**src/rtl/button_command_arbiter_if.sv**
```systemverilog
// Command handshake between the button arbiter and the game FSM.
interface button_command_arbiter_if #(
  parameter int N_BTN = 4
);
  logic             cmd_valid;
  logic [N_BTN-1:0] cmd_onehot;
  logic             cmd_ready;

  modport master (output cmd_valid, output cmd_onehot, input cmd_ready);
  modport slave  (input cmd_valid, input cmd_onehot, output cmd_ready);
endinterface

```
**src/rtl/button_command_arbiter.sv**
```systemverilog
// Synchronises, debounces and edge-detects front-panel buttons, then offers
// pending presses one at a time, lowest index first, over a valid/ready handshake.
module button_command_arbiter #(
  parameter int N_BTN           = 4,
  parameter int DEBOUNCE_CYCLES = 16
) (
  input  logic                        i_clk,
  input  logic                        i_rst,
  input  logic [N_BTN-1:0]            i_btn,
  button_command_arbiter_if.master    cmd_if,
  output logic [N_BTN-1:0]            o_pending,
  output logic                        o_dropped
);
  localparam int CNT_W = $clog2(DEBOUNCE_CYCLES);
  localparam logic [CNT_W-1:0] CNT_MAX = CNT_W'(DEBOUNCE_CYCLES - 1);

  typedef enum logic [0:0] {
    ST_IDLE  = 1'b0,
    ST_OFFER = 1'b1
  } state_t;

  logic [N_BTN-1:0] r_sync1;
  logic [N_BTN-1:0] r_sync2;
  logic [N_BTN-1:0] r_db;
  logic [N_BTN-1:0] r_db_dly;
  logic [CNT_W-1:0] r_cnt [N_BTN];
  logic [N_BTN-1:0] r_pending;
  logic             r_dropped;
  state_t           r_state;
  logic             r_cmd_valid;
  logic [N_BTN-1:0] r_cmd_onehot;

  logic [N_BTN-1:0] w_press;
  logic [N_BTN-1:0] w_grant;
  logic [N_BTN-1:0] w_clear;
  state_t           w_state_nxt;
  logic             w_valid_nxt;
  logic [N_BTN-1:0] w_onehot_nxt;

  // Two-flop synchroniser, per-button debounce counter and edge-detect delay.
  always_ff @(posedge i_clk) begin
    if (i_rst) begin
      r_sync1  <= {N_BTN{1'b0}};
      r_sync2  <= {N_BTN{1'b0}};
      r_db     <= {N_BTN{1'b0}};
      r_db_dly <= {N_BTN{1'b0}};
      for (int i = 0; i < N_BTN; i++) begin
        r_cnt[i] <= {CNT_W{1'b0}};
      end
    end else begin
      r_sync1  <= i_btn;
      r_sync2  <= r_sync1;
      r_db_dly <= r_db;
      for (int i = 0; i < N_BTN; i++) begin
        if (r_sync2[i] == r_db[i]) begin
          r_cnt[i] <= {CNT_W{1'b0}};
        end else if (r_cnt[i] == CNT_MAX) begin
          r_db[i]  <= r_sync2[i];
          r_cnt[i] <= {CNT_W{1'b0}};
        end else begin
          r_cnt[i] <= r_cnt[i] + CNT_W'(1);
        end
      end
    end
  end

  assign w_press = r_db & ~r_db_dly;
  // Isolate the lowest set pending bit: that is the highest-priority button.
  assign w_grant = r_pending & (~r_pending + N_BTN'(1));

  // Offer FSM next-state and registered-output values.
  always_comb begin
    w_state_nxt  = r_state;
    w_valid_nxt  = r_cmd_valid;
    w_onehot_nxt = r_cmd_onehot;
    w_clear      = {N_BTN{1'b0}};
    case (r_state)
      ST_IDLE: begin
        if (|r_pending) begin
          w_state_nxt  = ST_OFFER;
          w_valid_nxt  = 1'b1;
          w_onehot_nxt = w_grant;
          w_clear      = w_grant;
        end else begin
          w_valid_nxt  = 1'b0;
          w_onehot_nxt = {N_BTN{1'b0}};
        end
      end
      ST_OFFER: begin
        if (cmd_if.cmd_ready) begin
          w_state_nxt  = ST_IDLE;
          w_valid_nxt  = 1'b0;
          w_onehot_nxt = {N_BTN{1'b0}};
        end else begin
          w_state_nxt  = ST_OFFER;
          w_valid_nxt  = 1'b1;
          w_onehot_nxt = r_cmd_onehot;
        end
      end
      default: begin
        w_state_nxt  = ST_IDLE;
        w_valid_nxt  = 1'b0;
        w_onehot_nxt = {N_BTN{1'b0}};
      end
    endcase
  end

  // State and offer registers.
  always_ff @(posedge i_clk) begin
    if (i_rst) begin
      r_state      <= ST_IDLE;
      r_cmd_valid  <= 1'b0;
      r_cmd_onehot <= {N_BTN{1'b0}};
    end else begin
      r_state      <= w_state_nxt;
      r_cmd_valid  <= w_valid_nxt;
      r_cmd_onehot <= w_onehot_nxt;
    end
  end

  // Pending presses; a press landing on the bit being granted re-arms it instead of dropping.
  always_ff @(posedge i_clk) begin
    if (i_rst) begin
      r_pending <= {N_BTN{1'b0}};
      r_dropped <= 1'b0;
    end else begin
      r_pending <= (r_pending & ~w_clear) | w_press;
      r_dropped <= |(w_press & r_pending & ~w_clear);
    end
  end

  assign cmd_if.cmd_valid  = r_cmd_valid;
  assign cmd_if.cmd_onehot = r_cmd_onehot;
  assign o_pending         = r_pending;
  assign o_dropped         = r_dropped;
endmodule

```
**src/flat_wrapper.sv**
```systemverilog
// flat-port wrapper written by rule: the top's interface ports become plain ports
module button_command_arbiter_flat 
#(
  parameter int N_BTN           = 4,
  parameter int DEBOUNCE_CYCLES = 16
)
  (i_clk, i_rst, i_btn, o_pending, o_dropped, cmd_if_cmd_valid, cmd_if_cmd_onehot, cmd_if_cmd_ready);
  button_command_arbiter_if #(.N_BTN(N_BTN)) cmd_if_i ();
  input  logic i_clk;
  input  logic i_rst;
  input  logic [N_BTN-1:0] i_btn;
  output logic [N_BTN-1:0] o_pending;
  output logic o_dropped;
  output wire logic [$bits(cmd_if_i.cmd_valid)-1:0] cmd_if_cmd_valid;
  output wire logic [$bits(cmd_if_i.cmd_onehot)-1:0] cmd_if_cmd_onehot;
  input wire logic [$bits(cmd_if_i.cmd_ready)-1:0] cmd_if_cmd_ready;
  assign cmd_if_cmd_valid = cmd_if_i.cmd_valid;
  assign cmd_if_cmd_onehot = cmd_if_i.cmd_onehot;
  assign cmd_if_i.cmd_ready = cmd_if_cmd_ready;
  button_command_arbiter #(.N_BTN(N_BTN), .DEBOUNCE_CYCLES(DEBOUNCE_CYCLES)) u_core (.i_clk(i_clk), .i_rst(i_rst), .i_btn(i_btn), .cmd_if(cmd_if_i), .o_pending(o_pending), .o_dropped(o_dropped));
endmodule
```
**config.mk**
```make
export PLATFORM = sky130hd
export DESIGN_NAME = button_command_arbiter_flat
export DESIGN_NICKNAME = d
export VERILOG_FILES = /design/src/rtl/button_command_arbiter_if.sv /design/src/rtl/button_command_arbiter.sv /design/src/flat_wrapper.sv
export SDC_FILE = /design/constraint.sdc
export NUM_CORES = 1
export LEC_CHECK = 0
export CORE_UTILIZATION = 49
export DETAILED_ROUTE_END_ITERATION = 12
export PLACE_DENSITY = 0.72
export SLEW_MARGIN = 20
export SYNTH_ARGS = -nofsm -noshare
export SYNTH_HDL_FRONTEND = slang
export SYNTH_SLANG_ARGS = --single-unit
```
**constraint.sdc**
```tcl
create_clock -name i_clk -period 1.3 [get_ports i_clk]
set_input_delay 0.325 -clock i_clk [delete_from_list [all_inputs] [get_ports i_clk]]
set_output_delay 0.325 -clock i_clk [all_outputs]
set_load 0.05 [all_outputs]
```
==> run_results.csv <==
group,metric,value,unit
flow_run,maxCapViolCount,0,
power_and_ir_drop,power_density,995,nW/um^2
sta,drv_slew,0,
cells_and_area,area_delta_synth_final,41.3,%
clocking,cts.hold.buffers_added,0,
cells_and_area,seq_area,1010,um^2
cells_and_area,fin_util,0.751,
route,finalWirelength,3090,um
sta,min_period,1.41,ns
yosys,synthAdderAreaFrac,0.0299,
floorplan,chipWidth,60.5,um
clocking,clockRootBuffer,"clkbuf_4",
route,routedWlPerCell,12.2,um
setup_path,critPathSlowestCell,"edfxtp_1",
setup_path,cp_slowest_stage_delay,0.42,ns
clocking,cts_tree,"built",
yosys,netlist_instances,150,
yosys,netlist_area,1680,um^2
floorplan,coreArea,3150,um^2
yosys,yosysUniqueCellTypes,34,
yosys,ys_warn_count,0,
setup_path,criticalPathCategory,"flop to flop",
cells_and_area,n_fill_cell,232,
route,avgViaCountPerCell,4.77,
global_routing,grt_pass1_wl,5200,um
yosys,synth_top_family_by_area,"simple AND/OR/NAND/NOR gates",
yosys,synthSimpleGateAreaFrac,0.214,
sta,min_period_over_period,1.09,
cells_and_area,drive_above_1_share,0.311,
sta,finalSetupViolCount,8,
power_and_ir_drop,leakagePower,0.967,nW
route,drt_iter0_drc,30,
global_routing,grtUsageMet3,0.0597,
power_and_ir_drop,clock_power_share,0.341,
floorplan,rows,20,
run_status,violations,"setup timing",
place,gp_congestion,0.783,
global_routing,use_met2,0.352,
yosys,synth-main-ff-cell,"dfxtp_1",
power_and_ir_drop,power.internal,1.88,mW
min_path,min_path_type,"flop to flop",
clocking,worstSkewPairLatency,0.34,ns
yosys,seq_area_frac_synth,0.597,
power_and_ir_drop,p_sw,0.479,mW
global_routing,grtUsageTotal,0.199,
sta,max_freq,708,MHz
route,drc_errors,0,
setup_path,arrival,1.63,ns
clocking,cts_inserted_buffers,5,
place,portBuffers,16,
cells_and_area,multiInputGateArea,753,um^2
yosys,async_flop_share,0,
sta,finClkSkew,0.00305,ns
route,num_vias,1206,
yosys,ys_ff_latch,42,
clocking,cts.sinks,42,
cells_and_area,final_nets,219,
place,hpwl,2120,um
yosys,synth_xor_area_frac,0.0627,
power_and_ir_drop,p_sw_frac,0.203,
global_routing,met1_usage,0.222,
yosys,postSynthAreaPerCell,11.2,um^2
sta,finalWorstSetupSlack,-0.112,ns
run_status,status,"complete, but fails checks",
clocking,clockBufferDepth,2,
yosys,synth.area.mux_share,0.0239,
floorplan,die_area,3660,um^2
power_and_ir_drop,pwr-share-seq,0.603,
clocking,htree_num_levels,2,
power_and_ir_drop,comb_power_share,0.057,
yosys,synth_compound_area_frac,0.0456,
yosys,synth-edff-count,16,
cells_and_area,diodes,0,
power_and_ir_drop,total_power,2.35,mW
setup_path,cp_max_fo,4,
setup_path,end_kind,"flop",
setup_path,worstSetupStartpointType,"flop",
global_routing,grt_max_degree,20,
global_routing,grt.busiest_layer,"met2",
global_routing,antenna_found_initial,0,
sta,finalHoldViolations,0,
route,first_pass_iters,4,
global_routing,first_global_vias,1197,
sta,grt_setup_unrepaired,"yes",
clocking,path_clk_slew,0.11,ns
floorplan,initial_utilization,0.531,
global_routing,gr-total-overflow,0,
setup_path,crit_chain,"ha_2 > and3_4 > or3_4 > nor2_1",
route,ant_nets,0,
place,place_worst_setup_slack,-0.235,ns
floorplan,io_pins,17,
power_and_ir_drop,vdd_ir_drop_max,0.000721,V
setup_path,critPathRequiredTime,1.51,ns
sta,tns,-0.737,ns
floorplan,die_y,60.5,um
## path summary, 6_finish.rpt
kind                                                       start  slack [ns]                                to  cells after the start
worst max-delay path            u_core.r_cnt[3][0]$_SDFFCE_PN0P_       -0.11  u_core.r_cnt[3][1]$_SDFFCE_PN0P_                      4
worst min-delay path                u_core.r_sync1[1]$_SDFF_PP0_        0.45      u_core.r_sync2[1]$_SDFF_PP0_                      1
worst max register to register  u_core.r_cnt[3][0]$_SDFFCE_PN0P_       -0.11  u_core.r_cnt[3][1]$_SDFFCE_PN0P_                      4
worst min register to register      u_core.r_sync1[1]$_SDFF_PP0_        0.45      u_core.r_sync2[1]$_SDFF_PP0_                      1
## routing by layer
layer	wire (um)	vias up	part of all wire
met4	44	0	0.014
met5	0	-	0
met1	1290	578	0.42
met2	1660	17	0.54
met3	105	5	0.034
li1	-	606	-
## registers in the layout (all words and copies together) (netlist names)
register,count
u_core.r_state,1
u_core.r_db_dly,4
u_core.r_sync2,4
u_core.r_sync1,4
u_core.r_db,4
u_core.r_cnt,16
u_core.o_pending,4
u_core.o_dropped,1
u_core.cmd_if.cmd_onehot,4
## synthesized netlist by cell type, types with 2 or more instances
master	count	share of area
nand2b_1	2	0.0075
nand3_1	8	0.024
and3b_1	2	0.010
ha_1	4	0.030
xor2_1	8	0.042
and3_1	2	0.0075
nor2_1	24	0.054
mux2i_1	4	0.024
nor2b_1	15	0.056
or2_2	2	0.0075
edfxtp_1	16	0.29
or3_1	2	0.0075
xnor2_1	4	0.021
nand3b_1	2	0.0090
a21oi_1	5	0.015
dfxtp_1	26	0.31
inv_1	6	0.013
buf_2	2	0.0060
## layout by cell type, fill, tap and decap left out, types with 2 or more instances in the layout
cell,count
a21oi_1,5
and3_4,2
and3b_1,2
buf_12,10
buf_4,21
buf_6,3
clkbuf_1,2
clkbuf_4,5
clkdlybuf4s50_1,6
conb_1,16
dfxtp_1,21
dfxtp_2,4
edfxtp_1,16
ha_2,3
inv_1,6
mux2i_1,3
nand2b_1,2
nand3_1,7
nand3_2,2
nand3b_1,2
nor2_1,19
nor2_2,3
nor2_4,2
nor2b_1,15
or2_2,2
or3_4,3
xnor2_1,4
xor2_1,8
## cell type report
class / count / share of cell area
Inverter: 6 / 0.00951
Sequential cell: 42 / 0.427
Tap cell: 44 / 0.0233
Clock inverter: 1 / 0.0127
Timing Repair Buffer: 40 / 0.191
Multi-Input combinational cell: 113 / 0.318
Clock buffer: 7 / 0.0190
## cells by family after synthesis
family | count (synthesis)
AOI/OAI and AO/OA | 11
DFF | 42
xor gates and xnor gates | 12
buffers and inverters | 10
and+or+nand+nor | 66
adders and majority gates | 4
other | 1
muxes | 4
## what timing repair did
action	in CTS	in global routing
resized for setup	9	6
buffers inserted	9	4
pin swaps	7	2
endpoints found under the setup margin	12	17
## power groups by stage
stage	clock, mW	combinational, mW	sequential, mW
final	0.802	0.133	1.42
after floorplan	0	0.0673	1.44
after CTS	0.825	0.125	1.42
after detailed placement	0	0.113	1.45
after global placement	0	0.109	1.45
after global routing	0.897	0.149	1.42
## through the flow
| stage | instance area [um^2] | hold WS (ns) | instances |
|---|---|---|---|
| after floorplan | 1760 | 0.411 | 165 |
| after global placement | 2140 | 0.420 | 232 |
| after detailed placement | 2140 | 0.427 | 232 |
| after CTS | 2320 | 0.454 | 249 |
| after global routing | 2370 | 0.470 | 253 |
| final | 2370 | 0.448 | 253 |
## worst max-delay path: cells and delay by family (launching register included)
family                     cells  cell delay (ns)
DFF                            1             0.42
adders and majority gates      1             0.21
and+or+nand+nor                3             0.65
Note: power is estimated with default switching activity, not from simulation.
